**src/rtl/uart_pkg.sv**
```systemverilog
// Shared UART receive-path definitions: state encoding, byte width and default timeout.
package uart_pkg;

    typedef enum logic [1:0] {
        IDLE    = 2'd0,
        COLLECT = 2'd1,
        HOLD    = 2'd2
    } uart_state_e;

    localparam int unsigned UART_BYTE_W            = 8;
    // 1 ms of inter-byte silence at 12 MHz
    localparam int unsigned TIMEOUT_CYCLES_DEFAULT = 12_000;

endpackage

```
**src/rtl/rise_detect.sv**
```systemverilog
// Registered rising-edge detector. The delayed copy resets to RESET_VAL so a level
// that is already high when reset releases is not reported as an edge.
module rise_detect #(
    parameter logic RESET_VAL = 1'b1
) (
    input  logic clk,
    input  logic n_reset,
    input  logic level,
    output logic rise
);

    logic level_d;

    // Delay the level by one clock for edge comparison
    always_ff @(posedge clk or negedge n_reset) begin
        if (!n_reset) begin
            level_d <= RESET_VAL;
        end else begin
            level_d <= level;
        end
    end

    assign rise = level & ~level_d;

endmodule

```
**src/rtl/uart_word_assembler.sv**
```systemverilog
// Packs consecutive UART bytes (first byte in the low lane) into one command word,
// drops a partial word after an inter-byte timeout, and offers the finished word on a
// valid/ready handshake. All outputs come straight from flops.
module uart_word_assembler
    import uart_pkg::*;
#(
    parameter int unsigned BYTES          = 4,
    parameter int unsigned TIMEOUT_CYCLES = TIMEOUT_CYCLES_DEFAULT
) (
    input  logic                         clkIN,
    input  logic                         nResetIN,
    input  logic [UART_BYTE_W-1:0]       dataIN,
    input  logic                         storeIN,
    input  logic                         readyIN,
    output logic [UART_BYTE_W*BYTES-1:0] wordOUT,
    output logic                         validOUT,
    output logic [2:0]                   countOUT,
    output logic                         timeoutOUT,
    output logic                         overrunOUT
);

    localparam int unsigned WORD_W  = UART_BYTE_W * BYTES;
    localparam int unsigned TIMER_W = $clog2(TIMEOUT_CYCLES);

    // Timer value seen in the last idle cycle before the discard takes effect
    localparam logic [TIMER_W-1:0] TIMER_LAST = TIMER_W'(TIMEOUT_CYCLES - 2);
    localparam logic [TIMER_W-1:0] TIMER_MAX  = TIMER_W'(TIMEOUT_CYCLES - 1);
    localparam logic [2:0]         LAST_COUNT = 3'(BYTES - 1);

    uart_state_e        state;
    logic [2:0]         count;
    logic [TIMER_W-1:0] timer;
    logic [WORD_W-1:0]  word;
    logic [WORD_W-1:0]  word_ins;
    logic               valid;
    logic               timeout;
    logic               overrun;
    logic               store_rise;

    rise_detect #(
        .RESET_VAL (1'b1)
    ) u_store_rise (
        .clk     (clkIN),
        .n_reset (nResetIN),
        .level   (storeIN),
        .rise    (store_rise)
    );

    // Current word with the incoming byte placed in lane [count]
    always_comb begin
        word_ins = word;
        for (int k = 0; k < int'(BYTES); k++) begin
            if (count == 3'(k)) begin
                word_ins[k*UART_BYTE_W +: UART_BYTE_W] = dataIN;
            end
        end
    end

    // Assembly FSM with registered word, count, handshake and event pulses
    always_ff @(posedge clkIN or negedge nResetIN) begin
        if (!nResetIN) begin
            state   <= IDLE;
            count   <= '0;
            timer   <= '0;
            word    <= '0;
            valid   <= 1'b0;
            timeout <= 1'b0;
            overrun <= 1'b0;
        end else begin
            timeout <= 1'b0;
            overrun <= 1'b0;
            unique case (state)
                IDLE: begin
                    if (store_rise) begin
                        word  <= word_ins;
                        count <= 3'd1;
                        timer <= '0;
                        state <= COLLECT;
                    end
                end
                COLLECT: begin
                    // A byte arriving on the expiry cycle wins over the timeout
                    if (store_rise) begin
                        word  <= word_ins;
                        timer <= '0;
                        if (count == LAST_COUNT) begin
                            count <= '0;
                            valid <= 1'b1;
                            state <= HOLD;
                        end else begin
                            count <= count + 3'd1;
                        end
                    end else if (timer == TIMER_LAST) begin
                        // Partial word abandoned; word lanes are left as they are
                        count   <= '0;
                        timer   <= '0;
                        timeout <= 1'b1;
                        state   <= IDLE;
                    end else if (timer != TIMER_MAX) begin
                        timer <= timer + TIMER_W'(1);
                    end
                end
                HOLD: begin
                    if (valid && readyIN) begin
                        valid <= 1'b0;
                        if (store_rise) begin
                            // count is 0 here, so word_ins fills lane 0 of the next word
                            word  <= word_ins;
                            count <= 3'd1;
                            timer <= '0;
                            state <= COLLECT;
                        end else begin
                            state <= IDLE;
                        end
                    end else if (store_rise) begin
                        overrun <= 1'b1;
                    end
                end
                default: begin
                    state <= IDLE;
                end
            endcase
        end
    end

    assign wordOUT    = word;
    assign validOUT   = valid;
    assign countOUT   = count;
    assign timeoutOUT = timeout;
    assign overrunOUT = overrun;

endmodule
```
**config.mk**
```make
export PLATFORM = sky130hd
export DESIGN_NAME = uart_word_assembler
export DESIGN_NICKNAME = d
export VERILOG_FILES = /design/src/rtl/uart_pkg.sv /design/src/rtl/rise_detect.sv /design/src/rtl/uart_word_assembler.sv
export SDC_FILE = /design/constraint.sdc
export NUM_CORES = 1
export LEC_CHECK = 0
export BUFFER_PORTS_ARGS = -buffer_cell sky130_fd_sc_hd__clkbuf_2
export CORE_MARGIN = 3
export CORE_UTILIZATION = 49
export CTS_CLUSTER_DIAMETER = 150
export DETAILED_ROUTE_END_ITERATION = 10
export PLACE_DENSITY = 0.75
export SYNTH_ARGS = -nofsm -noshare
export SYNTH_HDL_FRONTEND = slang
export SYNTH_SLANG_ARGS = --single-unit
export TNS_END_PERCENT = 100
```
**constraint.sdc**
```tcl
create_clock -name clkIN -period 2 [get_ports clkIN]
set_input_delay 0.4 -clock clkIN [delete_from_list [all_inputs] [get_ports clkIN]]
set_output_delay 0.4 -clock clkIN [all_outputs]
set_load 0.01 [all_outputs]
```
==> results.sh, run 1 <==
export IMPL_multi_input_area_um2=1101
export IMPL_finalHoldViolCount=0
export IMPL_area_growth_synth_to_final_pct=27.18
export IMPL_slew_headroom_pct=73.98
export IMPL_synthesis_nets=231
export IMPL_track_usage_pct=18.77
export IMPL_start_util_pct=51.85
export IMPL_postCtsSetupBuffers=0
export IMPL_hold_class="in2async"
export IMPL_skew_ns=0.008631
export IMPL_n_antenna_cell=0
export IMPL_power_density_nw_per_um2=1237
export IMPL_drive_gt1_share_pct=45.86
export IMPL_preCtsSetupSlack_ns=0.009552
export IMPL_status="finished clean"
export IMPL_fill_cells=371
export IMPL_cap_viol_max_count=0
export IMPL_placed_area_um2=3054
export IMPL_nets=307
export IMPL_ir_worst_vdd_mv=0.5559
export IMPL_die_area_um2=6026
export IMPL_stdcell_count=357
export IMPL_yosysTopAreaCell="dfrtp_1"
export IMPL_fmax_ghz=0.5225
export IMPL_cts_buffers=5
export IMPL_grt_overflow=0
export IMPL_avgRoutedWirePerCell_um=14.46
export IMPL_vias=1863
export IMPL_place_congestion=0.8417
export IMPL_antenna_found_initial=0
export IMPL_clockBufferDepth=2
export IMPL_drt_wl_total_um=5164
export IMPL_synth_top_cells_by_area="dfrtp_1 54%, mux2_2 14%, ha_1 3.0%"
export IMPL_via_per_inst=5.218
export IMPL_total_power_uw=3955
export IMPL_ys_async_sr_fraction_pct=100.0
export IMPL_m1WireLength_um=2353
export IMPL_highest_layer="met4"
export IMPL_grt_max_degree=56
export IMPL_io_pins=50
export IMPL_rows=25
export IMPL_fp_dieH_um=77.63
export IMPL_synth_distinct_cells=43
export IMPL_required_ns=2.20
export IMPL_cp_start_kind="flip-flop"
export IMPL_critPathArrivalTime_ns=2.12
export IMPL_synth_edf_count=0
export IMPL_tritoncts="built"
export IMPL_dp_cells=349
export IMPL_worst_slew_pin_slew_ns=0.3888
export IMPL_syn_area_um2=2514
export IMPL_critPathCaptureType="flip-flop"
export IMPL_setup_viol=0
export IMPL_cts_hold_buffers=0
export IMPL_synth_top_area_share_pct=53.76
export IMPL_ys_seq_elements=55
export IMPL_clockRootBuffer="clkbuf_8"
export IMPL_ff_latch_area_um2=1378
export IMPL_yosys_top_cells_count="54 x dfrtp_1, 32 x mux2_2, 18 x nand2_1"
export IMPL_grt_pass1_wl_um=9039
export IMPL_synth_most_common_cell="dfrtp_1"
export IMPL_clock_sinks=55
export IMPL_maxSlewViolCount=0
export IMPL_syn_instance_count=213
export IMPL_seq_area_frac_synth_pct=54.80
export IMPL_hpwl_um=3845
export IMPL_htree_levels=2
export IMPL_die_x_um=77.63
export IMPL_clk_latency_ns=0.31
export IMPL_drc=0
export IMPL_rsz0062_at_grt="yes"
export IMPL_drt_iter0_markers=102
export IMPL_clk_pin_slew_ns=0.10
export IMPL_critical_path_class="reg2reg"
export IMPL_period_needed_ns=1.914
export IMPL_fin_util_pct=65.94
export IMPL_drtPass1Iterations=4
export IMPL_port_buffers=49
export IMPL_fin_area_um2=3197
export IMPL_setup_ws_ns=0.08625
export IMPL_finalCritPeriodShare_pct=95.69
export IMPL_static_leakage_power_uw=0.001512
export IMPL_cp_max_fo=8
export IMPL_wl_met3_um=283
export IMPL_yosys_warnings=0
export IMPL_wl_met2_um=2471
export IMPL_grt_pass1_vias=1903
export IMPL_syn_area_per_cell_um2=11.80
export IMPL_ys_flop_type="dfrtp_1"
export IMPL_core_area_um2=4848
export IMPL_postRouteAntennaNets=0
export IMPL_reg2reg_from="timer[8]$_DFFE_PN0P_"
export IMPL_cp_startpoint="timer[8]$_DFFE_PN0P_"
==> power breakdown <==
| group | internal, uW | total, uW | switching, uW |
|---|---|---|---|
| clock | 406 | 759 | 354 |
| sequential | 1490 | 1720 | 225 |
| combinational | 755 | 1480 | 726 |
==> worst paths after layout <==
kind	end	slack, ns	depth (start not counted)
max reg2reg	timer[13]$_DFFE_PN0P_	0.09	6
min in group clkIN	u_store_rise.level_d$_DFF_PN1_	0.19	1
min reg2reg	wordOUT[6]$_DFFE_PN0P_	0.51	1
min	wordOUT[10]$_DFFE_PN0P_	0.08	2
max in group asynchronous	u_store_rise.level_d$_DFF_PN1_	1.62	2
max	timer[13]$_DFFE_PN0P_	0.09	6
==> cell type report <==
| cell class | instances | area share, % |
|---|---|---|
| inverter | 9 | 1.057 |
| tap | 67 | 2.622 |
| multi-input combinational | 144 | 34.44 |
| clock buffer | 6 | 2.583 |
| clock inverter | 2 | 1.096 |
| timing repair buffer | 74 | 15.11 |
| sequential | 55 | 43.09 |
==> cell usage in the layout, fill, tap and decap left out, types with 3 or more instances in the layout <==
master and count:
a21oi_1 9, a21oi_2 3, and2_1 3, buf_12 4
buf_4 21, clkbuf_2 49, clkbuf_8 6, dfrtp_1 54
ha_1 5, inv_1 9, mux2_2 32, nand2_1 18
nand3_1 9, nor2_1 10, nor2b_1 3, nor3_1 3
o21ai_0 6, o21ai_1 4, o21ai_2 3, or3_1 6
==> flip-flops by register name (all words and copies together), names as in the netlist <==
signal and flops:
validOUT 1, u_store_rise.level_d 1, state 2, countOUT 3
timer 14, wordOUT 32, timeoutOUT 1, overrunOUT 1
==> routing by layer <==
metal  GRT usage (%)  up-vias
met5               0        -
met4           5.516        0
met3           4.060        4
met2           31.34       48
met1           24.47      895
li1                -      916
==> logic make-up (layout without fill, tap and decap cells) <==
logic type | count (synthesis) | after routing | synth area share (%)
buffers and inverters | 14 | 91 | 2.389
and+or+nand+nor | 67 | 67 | 14.09
DFF | 55 | 55 | 54.80
AOI/OAI and AO/OA | 38 | 38 | 11.00
muxes | 33 | 33 | 14.73
adders and majority gates | 6 | 6 | 2.986
==> worst max-delay path: stages, from the launching register on <==
cell and delay, ns:
dfrtp_1 0.39, or3b_4 0.41, or3_4 0.41, o41ai_4 0.24, buf_4 0.22, nand2_1 0.07, o311ai_1 0.07
==> what timing repair did <==
item / in CTS / in global routing
resized for setup: 1 / 7
pin swaps: 1 / 0
endpoints found under the setup margin: 5 / 8
==> stage by stage <==
| step | setup TNS, ns | hold WS [ns] |
|---|---|---|
| after CTS | 0 | 0.09782 |
| after global routing | -0.007610 | 0.08851 |
| after detailed placement | 0 | 0.4255 |
| after global placement | 0 | 0.4262 |
| after floorplan | 0 | 0.1044 |
| final | 0 | 0.07948 |
Note: power is estimated with default switching activity, not from simulation.
==> run 2, diff against run 1 <==
--- a/config.mk
+++ b/config.mk
@@ -13,5 +13,6 @@
 export PLACE_DENSITY = 0.75
 export SYNTH_ARGS = -nofsm -noshare
 export SYNTH_HDL_FRONTEND = slang
+export SYNTH_HIERARCHICAL = 1
 export SYNTH_SLANG_ARGS = --single-unit
 export TNS_END_PERCENT = 100
==> results.sh, run 2 <==
export IMPL_path_buf_inv=0
export IMPL_postRouteAntennaNets=0
export IMPL_synth_edf_count=0
export IMPL_cp_depth=5
export IMPL_multi_input_area_um2=1145
export IMPL_tns_ns=0
export IMPL_drt_wl_total_um=5120
export IMPL_clk_latency_ns=0.30
export IMPL_critPathArrivalTime_ns=2.11
export IMPL_syn_instance_count=218
export IMPL_track_usage_pct=17.11
export IMPL_avgRoutedWirePerCell_um=14.88
export IMPL_synth_most_common_cell="dfrtp_1"
export IMPL_port_buffers=49
export IMPL_critPathCaptureType="flip-flop"
export IMPL_grt_max_degree=36
export IMPL_clockRootBuffer="clkbuf_8"
export IMPL_ys_seq_elements=55
export IMPL_clock_sinks=55
export IMPL_period_needed_ns=1.882
export IMPL_cp_max_fo=9
export IMPL_final_common_cell="dfrtp_1"
export IMPL_grt_pass1_vias=1786
export IMPL_syn_area_um2=2564
export IMPL_fp_dieH_um=78.33
export IMPL_static_leakage_power_uw=0.001456
export IMPL_ys_async_sr_fraction_pct=100.0
export IMPL_synth_top_cells_by_area="dfrtp_1 53%, mux2_2 14%, ha_1 2.9%"
export IMPL_max_stage_delay_ns=0.52
export IMPL_synth_top_area_share_pct=52.71
export IMPL_drtPass1Iterations=4
export IMPL_n_antenna_cell=0
export IMPL_die_x_um=78.33
export IMPL_reg2reg_from="state[0]$_DFFE_PN0P_"
export IMPL_seq_area_frac_synth_pct=53.73
export IMPL_die_area_um2=6136
export IMPL_hpwl_um=3769
export IMPL_hold_class="in2async"
export IMPL_cap_viol_max_count=0
export IMPL_required_ns=2.22
export IMPL_place_congestion=0.8526
export IMPL_via_per_inst=5.416
export IMPL_clk_pin_slew_ns=0.09
export IMPL_worstPathCellList="nand3b_1 > a21oi_1 > nand2_1 > or4_1 > o21ai_0"
export IMPL_power_density_nw_per_um2=1291
export IMPL_syn_area_per_cell_um2=11.76
export IMPL_status="finished clean"
export IMPL_critical_path_class="reg2reg"
export IMPL_rows=25
export IMPL_area_growth_synth_to_final_pct=21.13
export IMPL_io_pins=50
export IMPL_crit_family="simple AND/OR/NAND/NOR gates"
export IMPL_yosys_warnings=6
export IMPL_tritoncts="built"
export IMPL_cts_buffers=5
export IMPL_drc=0
export IMPL_ff_latch_area_um2=1379
export IMPL_slew_headroom_pct=70.31
export IMPL_worst_slew_pin_slew_ns=0.4454
export IMPL_rr_endpoint="timer[13]$_DFFE_PN0P_"
export IMPL_setup_viol=0
export IMPL_start_util_pct=52.54
export IMPL_antenna_found_initial=0
export IMPL_skew_ns=0.004795
export IMPL_yosys_top_cells_count="54 x dfrtp_1, 32 x mux2_2, 15 x nand2_1, 10 x o21ai_0"
export IMPL_final_cell_mix="53 x dfrtp_1, 49 x clkbuf_2, 32 x mux2_2"
export IMPL_synthesis_nets=236
export IMPL_fmax_ghz=0.5313
export IMPL_yosysTopAreaCell="dfrtp_1"
export IMPL_drt_iter0_markers=82
export IMPL_finalCritPeriodShare_pct=94.11
export IMPL_clockBufferDepth=2
export IMPL_finalHoldViolCount=0
export IMPL_maxSlewViolCount=0
export IMPL_cp_start_kind="flip-flop"
export IMPL_ir_worst_vdd_mv=0.6596
export IMPL_placed_area_um2=2923
export IMPL_grt_pass1_wl_um=8452
export IMPL_drive_gt1_share_pct=40.43
export IMPL_nets=294
export IMPL_vias=1863
export IMPL_ys_flop_type="dfrtp_1"
export IMPL_fin_area_um2=3105
export IMPL_htree_levels=2
export IMPL_crit_slowest_cell="or4_1"
export IMPL_r2r_cells=5
export IMPL_grt_overflow=0
export IMPL_largest_register_ffs=32
export IMPL_synth_distinct_cells=51
export IMPL_fill_cells=386
export IMPL_regToRegSetupSlack_ns=0.12
export IMPL_core_area_um2=4880
-- run 2: changes by cell type after synthesis, sizes merged, moves of 3 or more --
| cell | delta |
|---|---|
| or3 | -4 |
| nor3b | +3 |
| a21oi | -4 |
| nand3 | -5 |
| and3 | +3 |
| nand2 | -3 |
| buf | +7 |
-- run 2: report_power, final --
part           switching [uW]  internal [uW]
Combinational             761            686
Sequential                240           1480
Clock                     339            500
-- run 2: cells by family after synthesis --
kind of cell | after synthesis | synth area share, %
AOI/OAI and AO/OA | 37 | 9.665
xor gates and xnor gates | 3 | 1.025
adders and majority gates | 6 | 2.928
buffers and inverters | 18 | 3.221
DFF | 55 | 53.73
muxes | 32 | 14.06
and+or+nand+nor | 67 | 15.37
-- run 2: layout make-up --
cell class              count  share of cell area [%]
clock inverters             2                   1.934
inverters                   8                  0.9670
clock buffers               6                   2.337
well taps                  67                   2.699
flip-flops and latches     55                   44.40
multi-input cells         145                   36.87
repair buffers             61                   10.80
-- run 2: timing repair --
| action | 4_1_cts | 5_1_grt |
|---|---|---|
| hold buffers | 0 | 0 |
| setup endpoints to repair | 0 | 8 |
| gates resized for setup | 0 | 8 |
| setup buffers | 0 | 1 |
-- run 2: worst max-delay path by stage --
stage                                     start                endpoint  slack (ns)
final                      state[0]$_DFFE_PN0P_   timer[13]$_DFFE_PN0P_        0.12
after detailed placement                storeIN  wordOUT[3]$_DFFE_PN0P_        0.06
after CTS                 timer[12]$_DFFE_PN0P_    timer[8]$_DFFE_PN0P_        0.07
after global placement    timer[12]$_DFFE_PN0P_    timer[8]$_DFFE_PN0P_        0.09
after global routing       timer[0]$_DFFE_PN0P_   timer[13]$_DFFE_PN0P_       -0.01
after floorplan                         storeIN    timer[8]$_DFFE_PN0P_        0.22
-- run 2: per-stage QoR --
| stage | cells | total power [uW] | setup WS (ns) | util (%) | hold slack (ns) |
|---|---|---|---|---|---|
| 2_1_floorplan | 218 | 2588 | 0.2242 | - | 0.1044 |
| 3_3_place_gp | 335 | 3135 | 0.08650 | 59.90 | 0.3954 |
| 4_1_cts | 343 | 4035 | 0.06986 | 62.62 | 0.07539 |
| 3_5_place_dp | 335 | 3188 | 0.06211 | 59.90 | 0.4007 |
| 5_1_grt | 344 | 4274 | -0.01103 | 63.64 | 0.08692 |
| 6_report | 344 | 4008 | 0.1178 | 63.64 | 0.07329 |
-- run 2: routing by layer --
metal / vias to the layer above / GRT usage (%) / part of all wire (%)
li1: 900 / - / -
met1: 890 / 22.62 / 45
met2: 69 / 29.11 / 48
met3: 4 / 3.326 / 6.2
met4: 0 / 4.021 / 0.64
met5: - / 0 / 0
==> run 3, diff against run 2 <==
--- a/config.mk
+++ b/config.mk
@@ -5,12 +5,13 @@
 export SDC_FILE = /design/constraint.sdc
 export NUM_CORES = 1
 export LEC_CHECK = 0
-export BUFFER_PORTS_ARGS = -buffer_cell sky130_fd_sc_hd__clkbuf_2
+export BUFFER_PORTS_ARGS = -buffer_cell sky130_fd_sc_hd__buf_2
 export CORE_MARGIN = 3
 export CORE_UTILIZATION = 49
 export CTS_CLUSTER_DIAMETER = 150
 export DETAILED_ROUTE_END_ITERATION = 10
 export PLACE_DENSITY = 0.75
+export SETUP_SLACK_MARGIN = 0.3
 export SYNTH_ARGS = -nofsm -noshare
 export SYNTH_HDL_FRONTEND = slang
 export SYNTH_HIERARCHICAL = 1
==> results.sh, run 3 (same netlist as run 2, synthesis figures left out) <==
export IMPL_status="finished clean"
export IMPL_start_util_pct=52.54
export IMPL_final_cell_mix="52 x dfrtp_1, 49 x buf_2, 32 x mux2_4"
export IMPL_tritoncts="built"
export IMPL_tns_ns=0
export IMPL_critPathCaptureType="flip-flop"
export IMPL_place_congestion=0.8663
export IMPL_cts_buffers=5
export IMPL_nets=314
export IMPL_rr_endpoint="timer[13]$_DFFE_PN0P_"
export IMPL_die_x_um=78.33
export IMPL_drive_gt1_share_pct=53.20
export IMPL_fmax_ghz=0.5312
export IMPL_final_common_cell="dfrtp_1"
export IMPL_maxSlewViolCount=0
export IMPL_combPwrFrac_pct=44.1
export IMPL_area_growth_synth_to_final_pct=38.56
export IMPL_stdcell_count=364
export IMPL_cp_max_fo=5
export IMPL_switching_share_pct=33.31
export IMPL_p_sw_uw=1545
export IMPL_regToRegSetupSlack_ns=0.12
export IMPL_worst_slew_pin_slew_ns=0.5741
export IMPL_dp_cells=335
export IMPL_cp_start_kind="flip-flop"
export IMPL_period_needed_ns=1.883
export IMPL_via_per_inst=5.574
export IMPL_grt_max_degree=33
export IMPL_clk_latency_ns=0.30
export IMPL_internal_power_uw=3094
export IMPL_avgRoutedWirePerCell_um=17.29
export IMPL_port_buffers=49
export IMPL_postRouteAntennaNets=0
export IMPL_vias=2029
export IMPL_hpwl_um=3783
export IMPL_setup_viol=0
export IMPL_core_area_um2=4880
export IMPL_fp_dieH_um=78.33
export IMPL_grt_overflow=0
export IMPL_cap_viol_max_count=0
export IMPL_rsz0062_at_grt="yes"
export IMPL_hold_class="in2async"
export IMPL_io_pins=50
export IMPL_critPathArrivalTime_ns=2.12
export IMPL_track_usage_pct=18.39
export IMPL_power_density_nw_per_um2=1306
export IMPL_die_area_um2=6136
export IMPL_largest_register_ffs=32
export IMPL_grt_pass1_wl_um=8942
export IMPL_clock_sinks=55
export IMPL_fill_cells=328
export IMPL_finalHoldViolCount=0
export IMPL_drtPass1Iterations=4
export IMPL_power_share_clock_pct=18.3
export IMPL_n_antenna_cell=0
export IMPL_critical_path_class="reg2reg"
export IMPL_clockRootBuffer="clkbuf_8"
export IMPL_total_power_uw=4639
export IMPL_htree_levels=2
export IMPL_required_ns=2.24
export IMPL_p_seq_share_pct=37.6
export IMPL_grt_pass1_vias=1876
export IMPL_finalCritPeriodShare_pct=94.13
export IMPL_r2r_cells=7
export IMPL_drt_iter0_markers=164
export IMPL_preCtsSetupSlack_ns=0.06133
export IMPL_clk_pin_slew_ns=0.10
export IMPL_rows=25
export IMPL_drt_wl_total_um=6293
export IMPL_slew_headroom_pct=61.73
export IMPL_drc=0
export IMPL_static_leakage_power_uw=0.001681
export IMPL_antenna_found_initial=0
export IMPL_reg2reg_from="timer[2]$_DFFE_PN0P_"
export IMPL_cts_hold_buffers=0
export IMPL_setup_ws_ns=0.1173
export IMPL_skew_ns=0.007558
export IMPL_clockBufferDepth=2
export IMPL_ir_worst_vdd_mv=0.8322
-- run 3: stage by stage --
| stage | hold slack [ns] | area [um2] | utilization, % |
|---|---|---|---|
| floorplan | 0.1044 | 2589 | - |
| global placement | 0.4137 | 2997 | 61.41 |
| detailed placement | 0.4253 | 2997 | 61.41 |
| CTS | 0.08647 | 3254 | 66.69 |
| global route | 0.1079 | 3552 | 72.79 |
| finish | 0.07728 | 3552 | 72.79 |
-- run 3: worst max path at each step --
stage / from / end / slack, ns / cells past startpoint
after floorplan: timer[8]$_DFFE_PN0P_ / timer[8]$_DFFE_PN0P_ / 0.28 / 5
after global placement: storeIN / wordOUT[28]$_DFFE_PN0P_ / 0.13 / 6
after detailed placement: storeIN / wordOUT[26]$_DFFE_PN0P_ / 0.06 / 6
after CTS: timer[0]$_DFFE_PN0P_ / timer[8]$_DFFE_PN0P_ / 0.26 / 7
after global routing: timer[2]$_DFFE_PN0P_ / timer[13]$_DFFE_PN0P_ / 0.07 / 7
final: timer[2]$_DFFE_PN0P_ / timer[13]$_DFFE_PN0P_ / 0.12 / 7
-- run 3: what timing repair did --
item                       in CTS  in global routing
gates resized for setup        26                 54
gates cloned                    0                  1
pin swaps                      10                 16
setup buffers                   8                 12
hold endpoints to repair        0                  0
setup endpoints to repair      50                 50
-- run 3: power by group through the flow --
stage	Combinational [uW]	Clock [uW]	Sequential, uW
2_1_floorplan	735	0	1860
3_3_place_gp	1440	0	1720
3_5_place_dp	1480	0	1730
4_1_cts	1620	867	1710
5_1_grt	2180	911	1790
6_report	2050	849	1740
-- run 3: final cells by class --
| cell class | instances | area (um2) | share of cell area [%] |
|---|---|---|---|
| well taps | 67 | 83.83 | 2.360 |
| inverters | 8 | 30.03 | 0.8454 |
| clock buffers | 6 | 72.57 | 2.043 |
| multi-input cells | 146 | 1378 | 38.78 |
| flip-flops and latches | 55 | 1380 | 38.85 |
| repair buffers | 80 | 548.0 | 15.43 |
| clock inverters | 2 | 60.06 | 1.691 |
-- run 3: routing by layer --
| layer | track usage, % | vias up | part of all wire [%] |
|---|---|---|---|
| li1 | - | 931 | - |
| met1 | 23.83 | 1008 | 43 |
| met2 | 30.48 | 83 | 50 |
| met3 | 3.555 | 7 | 5.9 |
| met4 | 7.168 | 0 | 0.99 |
| met5 | 0 | - | 0 |
-- run 3: worst max-delay path, cell delays in order (launching register included) --
cell and delay, ns:
dfrtp_1 0.47, nand4b_1 0.19, buf_4 0.15, nor4_4 0.04
buf_4 0.15, nand2b_4 0.16, or4_4 0.53, o21ai_1 0.13
